<file path="src/rtl/a0_uart_tx_pkg.sv">
// Shared types and constants for the a0 UART readout path.
package a0_uart_tx_pkg;

  typedef enum logic [1:0] {
    IDLE,
    START,
    DATA,
    STOP
  } tx_state_t;

  localparam int         BYTES_PER_WORD = 4;
  localparam logic [7:0] SYNC_BYTE      = 8'hA5;

  function automatic logic [7:0] word_byte(input logic [31:0] word, input logic [1:0] idx);
    case (idx)
      2'd0:    word_byte = word[7:0];
      2'd1:    word_byte = word[15:8];
      2'd2:    word_byte = word[23:16];
      default: word_byte = word[31:24];
    endcase
  endfunction

endpackage

</file>
<file path="src/rtl/a0_uart_tx_byte.sv">
// One 8N1 byte on the line; a load on the done cycle chains the next byte with no idle gap.
//
// state | meaning
// IDLE  | line held high, waiting for load
// START | start bit (0) on the line
// DATA  | eight data bits, LSB first
// STOP  | stop bit (1); done pulses in its last cycle
module uart_byte_tx
  import a0_uart_tx_pkg::*;
#(
  parameter int CLKS_PER_BIT = 868
) (
  input  logic       clk,
  input  logic       rst,
  input  logic       load,
  input  logic [7:0] data,
  output logic       tx,
  output logic       done
);

  localparam int CNT_W = (CLKS_PER_BIT > 2) ? $clog2(CLKS_PER_BIT) : 1;
  localparam logic [CNT_W-1:0] CNT_TOP = CNT_W'(CLKS_PER_BIT - 1);

  tx_state_t        state;
  logic [CNT_W-1:0] baud_cnt;
  logic [2:0]       bit_idx;
  logic [7:0]       shreg;
  logic             bit_end;

  assign bit_end = (baud_cnt == '0);
  assign done    = (state == STOP) && bit_end;

  always_ff @(posedge clk or posedge rst) begin
    if (rst) begin
      state    <= IDLE;
      tx       <= 1'b1;
      baud_cnt <= '0;
      bit_idx  <= '0;
      shreg    <= '0;
    end else if (load && (state == IDLE || done)) begin
      state    <= START;
      tx       <= 1'b0;
      baud_cnt <= CNT_TOP;
      bit_idx  <= '0;
      shreg    <= data;
    end else begin
      // Down-counter reloads on terminal count so every bit lasts CLKS_PER_BIT cycles.
      if (state != IDLE) baud_cnt <= bit_end ? CNT_TOP : baud_cnt - 1'b1;
      case (state)
        START: if (bit_end) begin
          state <= DATA;
          tx    <= shreg[0];
          shreg <= {1'b0, shreg[7:1]};
        end
        DATA: if (bit_end) begin
          if (bit_idx == 3'd7) begin
            state <= STOP;
            tx    <= 1'b1;
          end else begin
            tx    <= shreg[0];
            shreg <= {1'b0, shreg[7:1]};
          end
          bit_idx <= bit_idx + 1'b1;
        end
        STOP: if (bit_end) begin
          state <= IDLE;
          tx    <= 1'b1;
        end
        default: tx <= 1'b1;
      endcase
    end
  end

endmodule

</file>
<file path="src/rtl/a0_uart_tx.sv">
// Sends each new a0 value as four little-endian 8N1 bytes; A0_UART_TX_SYNC_BYTE_EN
// prefixes every word with a 0xA5 sync byte.
module a0_uart_tx
  import a0_uart_tx_pkg::*;
#(
  parameter int DATA_WIDTH   = 32,
  parameter int CLKS_PER_BIT = 868
) (
  input  logic                  clk,
  input  logic                  rst,
  input  logic                  en,
  input  logic [DATA_WIDTH-1:0] a0,
  output logic                  tx,
  output logic                  busy,
  output logic                  ovf
);

`ifdef A0_UART_TX_SYNC_BYTE_EN
  localparam int NBYTES = BYTES_PER_WORD + 1;
  localparam int IDX_W  = 3;
`else
  localparam int NBYTES = BYTES_PER_WORD;
  localparam int IDX_W  = 2;
`endif

  logic [DATA_WIDTH-1:0] shadow, word, pend, next_word;
  logic                  pend_v;
  logic [IDX_W-1:0]      byte_idx, next_idx;
  logic [7:0]            next_byte;
  logic                  u_done, change, byte_done, last_byte, frame_end;
  logic                  start_pend, start_a0, pend_cap, load;

  assign change     = en && (a0 != shadow);
  assign byte_done  = busy && u_done;
  assign last_byte  = (byte_idx == IDX_W'(NBYTES - 1));
  assign frame_end  = byte_done && last_byte;
  // A pending word is consumed first, so a change on that same edge becomes the new pending word.
  assign start_pend = frame_end && pend_v;
  assign start_a0   = change && (!busy || (frame_end && !pend_v));
  assign pend_cap   = change && busy && !start_a0;
  assign load       = start_pend || start_a0 || (byte_done && !last_byte);
  assign next_word  = start_pend ? pend : (start_a0 ? a0 : word);
  assign next_idx   = (start_pend || start_a0) ? '0 : byte_idx + 1'b1;

  always_comb begin
    next_byte = 8'h00;
`ifdef A0_UART_TX_SYNC_BYTE_EN
    if (next_idx == '0) next_byte = SYNC_BYTE;
    else                next_byte = word_byte(next_word, 2'(next_idx - 3'd1));
`else
    next_byte = word_byte(next_word, next_idx);
`endif
  end

  always_ff @(posedge clk or posedge rst) begin
    if (rst) begin
      shadow   <= '0;
      word     <= '0;
      pend     <= '0;
      pend_v   <= 1'b0;
      ovf      <= 1'b0;
      busy     <= 1'b0;
      byte_idx <= '0;
    end else begin
      if (change) shadow <= a0;
      if (load) begin
        word     <= next_word;
        byte_idx <= next_idx;
      end
      if (start_pend || start_a0) busy <= 1'b1;
      else if (frame_end)         busy <= 1'b0;
      if (pend_cap) begin
        pend   <= a0;
        pend_v <= 1'b1;
        if (pend_v && !frame_end) ovf <= 1'b1;
      end else if (start_pend) begin
        pend_v <= 1'b0;
      end
    end
  end

  uart_byte_tx #(.CLKS_PER_BIT(CLKS_PER_BIT)) u_byte (
    .clk  (clk),
    .rst  (rst),
    .load (load),
    .data (next_byte),
    .tx   (tx),
    .done (u_done)
  );

endmodule

</file>
<file path="config.mk">
export PLATFORM = sky130hd
export DESIGN_NAME = a0_uart_tx
export DESIGN_NICKNAME = d
export VERILOG_FILES = /design/src/rtl/a0_uart_tx_pkg.sv /design/src/rtl/a0_uart_tx_byte.sv /design/src/rtl/a0_uart_tx.sv
export SDC_FILE = /design/constraint.sdc
export NUM_CORES = 1
export LEC_CHECK = 0
export ABC_AREA = 1
export CORE_ASPECT_RATIO = 1.75
export CORE_MARGIN = 1.5
export CORE_UTILIZATION = 40
export CTS_CLUSTER_DIAMETER = 200
export DETAILED_ROUTE_END_ITERATION = 7
export PLACE_DENSITY_LB_ADDON = 0.3
export SYNTH_ARGS = -nofsm -noshare
export SYNTH_HDL_FRONTEND = slang
export SYNTH_SLANG_ARGS = --single-unit
export TNS_END_PERCENT = 20
</file>
<file path="constraint.sdc">
create_clock -name clk -period 10.4 [get_ports clk]
set_input_delay 2.6 -clock clk [delete_from_list [all_inputs] [get_ports clk]]
set_output_delay 2.6 -clock clk [all_outputs]
set_load 0.005 [all_outputs]
</file>
==> results of run 1 <==
==> placed cells by master (no fill, tap or decap), types with 2 or more instances in the layout <==
master	instances
a21oi_1	23
a22oi_1	6
and2_1	5
buf_4	3
bufinv_16	5
clkbuf_1	3
clkbuf_16	17
clkbuf_8	3
clkdlybuf4s50_1	37
clkinv_2	2
dfrtp_1	124
ha_1	10
inv_1	87
inv_2	6
inv_4	2
nand2_1	218
nand2_2	3
nand2_4	3
nand3_1	56
nand3_2	3
nand4_1	11
nor2_1	54
nor2_2	6
nor2_4	2
nor3_1	2
nor3_2	2
o211ai_1	9
o21a_1	5
o21ai_0	68
o21ai_1	16
or2_2	4
xnor2_1	25
==> flip-flops by register name (all words and copies together) (netlist names) <==
name and cells:
u_byte.baud_cnt 10, byte_idx 2, ovf 1, word 32, busy 1, pend_v 1, shadow 32, u_byte.bit_idx 3
u_byte.state 2, u_byte.tx 1, u_byte.shreg 8, pend 32
==> final timing paths <==
| check | start | endpoint | slack [ns] | cells after the start |
|---|---|---|---|---|
| setup / recovery | a0[22] | pend[6]$_DFFE_PP0P_ | 5.05 | 13 |
| hold / removal | ovf$_DFFE_PP0P_ | ovf$_DFFE_PP0P_ | 0.47 | 1 |
| setup reg to reg | u_byte.baud_cnt[0]$_DFFE_PP0P_ | u_byte.shreg[4]$_DFFE_PP0P_ | 7.23 | 15 |
| hold reg to reg | ovf$_DFFE_PP0P_ | ovf$_DFFE_PP0P_ | 0.47 | 1 |
| max in group asynchronous | rst | pend[28]$_DFFE_PP0P_ | 6.39 | 3 |
| min in group asynchronous | rst | shadow[3]$_DFFE_PP0N_ | 2.64 | 2 |
==> synth_stat cells, drive strengths merged, types with 4 or more instances <==
cell | number | area [µm²]
nor2 | 62 | 263
nand2 | 225 | 891
nand4 | 11 | 68.8
o211ai | 9 | 67.6
or2 | 4 | 25.0
inv | 95 | 359
o21ai | 84 | 420
a22oi | 6 | 45.0
nor3 | 4 | 30.0
xnor2 | 25 | 219
a21oi | 23 | 115
ha | 10 | 125
o21a | 5 | 37.5
and2 | 5 | 31.3
dfrtp | 124 | 3100
nand3 | 60 | 328
clkbuf | 12 | 45.0
buf | 13 | 77.6
==> worst reg2reg max path, stage by stage, from the launching register on <==
cell	delay, ns
dfrtp_1	0.35
inv_1	0.12
ha_1	0.21
nand4_1	0.12
nor3_2	0.17
nand3_1	0.17
nor2_1	0.15
nand2_1	0.54
nand2_4	0.34
inv_4	0.13
nand2_8	0.10
nand2_4	0.12
inv_1	0.27
nor2_1	0.07
nor2_1	0.12
a21oi_1	0.08
==> kinds of logic after synthesis <==
kind of cell             Yosys count
AO/OA/AOI/OAI                    134
adder cells (fa/ha/maj)           10
XOR/XNOR                          26
buffers and inverters            120
AND/OR/NAND/NOR                  373
flip-flops                       125
==> per-stage QoR <==
step	hold slack (ns)	setup WS (ns)	utilization
floorplan	0.443	4.47	-
global route	0.496	4.77	0.485
detailed placement	0.462	4.57	0.444
CTS	0.477	4.96	0.485
finish	0.472	5.05	0.485
global placement	0.459	4.60	0.444
==> area by class of cell <==
class                           instances  area [µm²]  share of cell area
Clock inverter                          7         160              0.0214
Sequential cell                       125        3130               0.417
Clock buffer                           23         478              0.0637
Inverter                               95         362              0.0482
Multi-Input combinational cell        543        2740               0.366
Timing Repair Buffer                   40         393              0.0524
Tap cell                              186         233              0.0310
==> power by group through the flow <==
stage | logic, W | clock network [W] | registers [W]
after global placement | 0.0000821 | 0 | 0.000529
after global routing | 0.0000938 | 0.000677 | 0.000524
after CTS | 0.0000833 | 0.000659 | 0.000522
after floorplan | 0.0000506 | 0 | 0.000527
after detailed placement | 0.0000829 | 0 | 0.000530
final | 0.0000816 | 0.000650 | 0.000522
==> routing by layer <==
metal | vias up | track usage
li1 | 2592 | -
met1 | 2423 | 0.228
met2 | 96 | 0.365
met3 | 27 | 0.0292
met4 | 0 | 0.0857
met5 | - | 0
==> flow_summary.toml, run 1 <==
[outcome]
outcome = "completed"

[die]
dieWidth_um = 98.3
die_h_um = 170
dieArea_um2 = 16700
core_region_area_um2 = 15500
placement_rows = 60
ios = 38
start_util = 0.411

[grt]
grt_max_degree = 72
grt_overflow = 0
grt_util_all_layers = 0.199
antenna_found_initial = 0
grt_pass1_wl_um = 26000
grt_pass1_vias = 5207

[critical_path]
criticalPathCategory = "input port to flip-flop"
required_ns = 10.65
cp-start-kind = "input port"
path_cells = "clkdlybuf4s50_1 > inv_1 > nand2_1 > nand2_1 > nand2_1 > nor2_1 > nand2_1 > nor2_2 > a21boi_2 > inv_2 > nor2_4 > inv_2 > o21ai_0"
crit_top_cell = "nand2_1"
crit_slowest_cell = "inv_2"
end_kind = "flip-flop"
cp.arrival_ns = 5.60
cp_max_fo = 57
cp_top_family = "buffers and inverters"
path_buf_inv = 4
crit_path_max_incr_delay_ns = 0.71

[pwr]
pwr-share-comb = 0.065
p_leak_nw = 3.54
switchingPower_w = 0.000270
p_int_w = 0.000983
pwr-share-clk = 0.518
vdd_drop_max_uv = 91.2
pwr-share-seq = 0.417
swShare = 0.216
powerDensity_nw_per_um2 = 167
power_w = 0.00125

[routing]
routed_wl_um = 15600
top_layer = "met4"
vias_per_cell = 5.04
drtIter0Drc = 340
drtPass1Iterations = 5
vias = 5138
wl_met1_um = 6330
drc = 0
wire_per_inst_um = 15.3
final_antenna_net_count = 0
wl_met2_um = 8420
route.met3.wl_um = 400

[clock_tree]
cts_tree = "built"
cts_max_path_buffers = 2
cts_resized = 0
clk_pin_slew_ns = 0.06
cts-root-buf = "clkbuf_16"
post_cts_buffers = 0
clk_latency_ns = 0.42
cts_made_buffers = 17
htree_levels = 4
clkSinkCount = 125
cts-hold-fix-buffers = 0

[final_layout]
final_cell_count_no_fill = 1019
nets = 867
syn2layout_area_growth_pct = 18.0
fin_area_um2 = 7500
drive_above_1_share = 0.0780
n_fill_cell = 1488
antenna_cells = 0

[placement]
dp_cells = 989
io_buffers = 37
place_congestion = 0.890
hpwl_um = 11100
dpl-instance-area_um2 = 6860

[timing]
finalHoldViolCount = 0
fin_crit_ns = 5.35
grt_setup_unrepaired = "false"
slew_violations = 0
max_slew_margin = 0.390
period_share = 0.515
setup_viol = 0
fmax_mhz = 187
worst_pin_slew_ns = 0.913
fin_worst_skew_ns = 0.00946
finalSetupTns_ns = 0

[synth]
yosys_warnings = 0
synth-compound-area-share = 0.117
synth_edf_count = 0
synth_cell_types = 43
syn_area_um2 = 6350
syn_nets = 833
yosysSeqAreaShare = 0.492
muxShareOfSynthArea = 0
synth_fa_ha_area_frac = 0.0197
synth_top_flop_cell = "dfrtp_1"
synthXorXnorAreaFrac = 0.0358
synth_top_family_by_area = "simple AND/OR/NAND/NOR gates"
synth_simple_gate_area_frac = 0.260
synth.avg_cell_area_um2 = 8.06
synth-seq-cells = 125
synthArstFlopShare = 1.00
netlist_instances = 788

[worst_hold_path]
hp-class = "flip-flop to flip-flop"

[job]
drv_cap = 0
Power figures use the tool's default switching activity.
==> run 2, diff against run 1 <==
clock period = 5.2 ns   (was 10.4 ns; I/O delays follow)
==> flow_summary.toml, run 2 (synthesis results as in run 1) <==
[clock_tree]
cts_max_path_buffers = 2
cts-root-buf = "clkbuf_16"
cts_made_buffers = 17
htree_levels = 4
clk_latency_ns = 0.42
post_cts_buffers = 0
cts-hold-fix-buffers = 0
cts_resized = 0
cts_tree = "built"
clkSinkCount = 125
clk_pin_slew_ns = 0.06

[final_layout]
largest_registers = "pend: 32 flops, shadow: 32 flops, word: 32 flops"
n_fill_cell = 1520
nets = 868
antenna_cells = 0
fin_area_um2 = 7500
mostFrequentLayoutCell = "nand2_1"
syn2layout_area_growth_pct = 18.0
final_cell_mix = "nand2_1 (218), dfrtp_1 (124), inv_1 (87)"
postLayoutCoreUtil = 0.485
drive_above_1_share = 0.0837

[job]
drv_cap = 0

[grt]
grt_max_degree = 73
grt_util_all_layers = 0.197
antenna_found_initial = 0
grt_pass1_wl_um = 25800
grt_pass1_vias = 5247
grt_overflow = 0

[die]
start_util = 0.411
placement_rows = 60
die_h_um = 170
dieWidth_um = 98.3
core_region_area_um2 = 15500
dieArea_um2 = 16700
ios = 38

[routing]
vias_per_cell = 5.06
drtIter0Drc = 264
routed_wl_um = 15400
drc = 0
drtPass1Iterations = 8
final_antenna_net_count = 0
wire_per_inst_um = 15.1
vias = 5175

[pwr]
power_w = 0.00245
powerDensity_nw_per_um2 = 326
p_leak_nw = 3.52
vdd_drop_max_uv = 224

[critical_path]
path_cells = "clkdlybuf4s50_1 > xnor2_1 > nand2_1 > nor2_1 > nand2_1 > nor2_2 > nand2_2 > nand3_4 > nand2_4 > inv_4 > nand2_8 > nand2_4 > inv_1 > or2_2 > o21ai_1"
cp-start-kind = "input port"
cp_max_fo = 28
crit_path_max_incr_delay_ns = 0.47
cp.arrival_ns = 4.36
criticalPathCategory = "input port to flip-flop"
reg2reg_depth = 15
crit_slowest_cell = "clkdlybuf4s50_1"
required_ns = 5.55
end_kind = "flip-flop"

[worst_hold_path]
hold_depth = 2
hp-class = "flip-flop to flip-flop"

[placement]
hpwl_um = 10900
io_buffers = 37
place_congestion = 0.870
dpl-instance-area_um2 = 6880

[timing]
fin_worst_skew_ns = 0.00687
worst_pin_slew_ns = 0.956
setup_viol = 0
grt_setup_unrepaired = "false"
fmax_mhz = 249
period_share = 0.772
max_slew_margin = 0.361
finalSetupTns_ns = 0
finalHoldViolCount = 0
fin_crit_ns = 4.01
slew_violations = 0

[outcome]
outcome = "completed"
## run 2: cell type report
class	count	area [µm²]	share of cell area
inverter	95	362	0.0482
tap	186	233	0.0310
sequential	125	3130	0.417
clock inverter	12	163	0.0217
multi-input combinational	543	2740	0.366
clock buffer	20	457	0.0609
timing repair buffer	41	413	0.0551
## run 2: report_power, final
part | internal [W] | leakage (nW) | switching (W)
logic | 0.0000678 | 1.80 | 0.0000967
registers | 0.00102 | 1.44 | 0.0000263
clock network | 0.000782 | 0.285 | 0.000457
## run 2: critical path: cells and delay by family
kind,cells,cell delay [ns]
xor+xnor,1,0.42
buf+inv,3,0.86
simple gates,10,1.65
compound gates,1,0.12
## run 2: stage by stage
step	worst slack (ns)	instances	hold slack (ns)
floorplan	0.574	788	0.443
global placement	0.848	990	0.459
detailed placement	0.768	990	0.466
CTS	1.20	1022	0.482
global route	0.929	1022	0.505
finish	1.19	1022	0.479
## run 2: final timing paths
check                                                    start                           to  slack (ns)
worst max register to register  u_byte.baud_cnt[0]$_DFFE_PP0P_  u_byte.shreg[5]$_DFFE_PP0P_        1.95
worst min-delay path                      pend[31]$_DFFE_PP0P_         pend[31]$_DFFE_PP0P_        0.48
worst min register to register            pend[31]$_DFFE_PP0P_         pend[31]$_DFFE_PP0P_        0.48
worst max-delay path                                    a0[31]  u_byte.state[1]$_DFFE_PP0P_        1.19
max in group asynchronous                                  rst        u_byte.tx$_DFFE_PP1P_        2.91
min in group asynchronous                                  rst        shadow[5]$_DFFE_PP0N_        1.43
## run 2: metal layers
metal  wire, µm  share of wire  track usage
met3        362          0.024       0.0379
met5          0              0            0
met4        436          0.028       0.0827
met1       6310           0.41        0.222
met2       8280           0.54        0.357
==> run 3, diff against run 2 <==
clock period = 3.9 ns   (was 5.2 ns; I/O delays follow)
==> flow_summary.toml, run 3 (synthesis results as in run 1) <==
[final_layout]
postLayoutCoreUtil = 0.488
mostFrequentLayoutCell = "nand2_1"
nets = 877
drive_above_1_share = 0.0891
final_cell_mix = "nand2_1 (218), dfrtp_1 (124), inv_1 (87)"
multi_input_area_um2 = 2740
syn2layout_area_growth_pct = 18.8
antenna_cells = 0
largest_registers = "pend: 32 flops, shadow: 32 flops, word: 32 flops"
n_fill_cell = 1480
register_area_um2 = 3130

[clock_tree]
clk_pin_slew_ns = 0.05
cts-root-buf = "clkbuf_16"
cts_made_buffers = 17
clkSinkCount = 125
cts_tree = "built"
clk_latency_ns = 0.42
cts-hold-fix-buffers = 0
htree_levels = 4
cts_max_path_buffers = 2
cts_resized = 0
post_cts_buffers = 0

[timing]
finalHoldViolCount = 0
grt_setup_unrepaired = "false"
slew_violations = 0
worst_pin_slew_ns = 0.801
setup_slack_ns = 0.390
period_share = 0.900
fin_worst_skew_ns = 0.0109
fmax_mhz = 285
fin_crit_ns = 3.51
max_slew_margin = 0.465
setup_viol = 0
finalSetupTns_ns = 0

[placement]
io_buffers = 37
place_ws_ns = 0.0194
hpwl_um = 11400
place_congestion = 0.896

[critical_path]
crit_path_max_incr_delay_ns = 0.49
required_ns = 4.23
cp_max_fo = 16
criticalPathCategory = "input port to flip-flop"
cp-start-kind = "input port"
crit_slowest_cell = "clkdlybuf4s50_1"
path_cells = "clkdlybuf4s50_1 > xnor2_1 > nand2_1 > nor2_1 > nand2_1 > nor2_2 > nand2_2 > nand3_4 > nand2_4 > inv_4 > nand2_8 > nand2_4 > inv_1 > or2_2 > o21ai_1"
cp.arrival_ns = 3.84
rrSetupSlack_ns = 0.98
end_kind = "flip-flop"

[job]
drv_cap = 0

[routing]
vias_per_cell = 5.06
drtPass1Iterations = 4
wire_per_inst_um = 15.3
drc = 0
vias = 5197
final_antenna_net_count = 0
routed_wl_um = 15700
drtIter0Drc = 380

[outcome]
outcome = "completed"

[grt]
grt_pass1_wl_um = 26300
grt_overflow = 0
grt_max_degree = 48
grt_pass1_vias = 5376
antenna_found_initial = 0
grt_util_all_layers = 0.202

[pwr]
p_leak_nw = 3.56
powerDensity_nw_per_um2 = 417
vdd_drop_max_uv = 288

[die]
dieArea_um2 = 16700
dieWidth_um = 98.3
core_region_area_um2 = 15500
placement_rows = 60
ios = 38
die_h_um = 170
start_util = 0.411

[worst_hold_path]
hp-class = "flip-flop to flip-flop"
-- run 3: changes by cell type in the layout (fill, tap and decap cells not counted), moves of 2 or more --
| cell | previous run | this run |
|---|---|---|
| clkinv_4 | 3 | 0 |
| clkinvlp_4 | 5 | 3 |
| clkinv_2 | 0 | 3 |
| buf_4 | 3 | 9 |
| buf_12 | 1 | 4 |
-- run 3: path summary, 6_finish.rpt --
kind / startpoint / endpoint / cells past startpoint
max: a0[31] / u_byte.state[1]$_DFFE_PP0P_ / 15
min reg2reg: pend[31]$_DFFE_PP0P_ / pend[31]$_DFFE_PP0P_ / 2
min in group asynchronous: rst / shadow[5]$_DFFE_PP0N_ / 2
max reg2reg: u_byte.baud_cnt[0]$_DFFE_PP0P_ / u_byte.shreg[6]$_DFFE_PP0P_ / 15
max in group asynchronous: rst / u_byte.tx$_DFFE_PP1P_ / 3
min: pend[31]$_DFFE_PP0P_ / pend[31]$_DFFE_PP0P_ / 2
-- run 3: where the power goes --
| part | total (W) | switching [W] | internal [W] | leakage, nW |
|---|---|---|---|---|
| Sequential | 0.00139 | 0.0000355 | 0.00136 | 1.44 |
| Clock | 0.00153 | 0.000551 | 0.000976 | 0.274 |
| Combinational | 0.000228 | 0.000131 | 0.0000969 | 1.85 |
| Total | 0.00315 | 0.000718 | 0.00243 | 3.56 |
-- run 3: cell type report --
cell class,instances,share of cell area
flip-flops and latches,125,0.414
inverters,95,0.0481
clock inverters,7,0.0119
well taps,186,0.0308
repair buffers,50,0.0686
clock buffers,22,0.0628
multi-input cells,543,0.363
-- run 3: metal layers --
layer,vias to the layer above,part of all wire,track usage
met5,-,0,0
met4,0,0.031,0.0821
met3,31,0.023,0.0342
met2,87,0.54,0.384
met1,2467,0.40,0.218
li1,2612,-,-
-- run 3: through the flow --
stage | cells | hold slack [ns] | instance area (µm²) | total power (W)
final | 1028 | 0.476 | 7550 | 0.00315
after global routing | 1028 | 0.501 | 7550 | 0.00327
after CTS | 1028 | 0.473 | 7550 | 0.00317
after detailed placement | 999 | 0.459 | 6990 | 0.00165
after global placement | 999 | 0.455 | 6990 | 0.00164
after floorplan | 788 | 0.443 | 6360 | 0.00154
-- run 3: critical path: cells and delay by family --
family / cells / cell delay, ns
buf+inv: 3 / 0.78
xor+xnor: 1 / 0.45
simple gates: 10 / 1.51
compound gates: 1 / 0.13
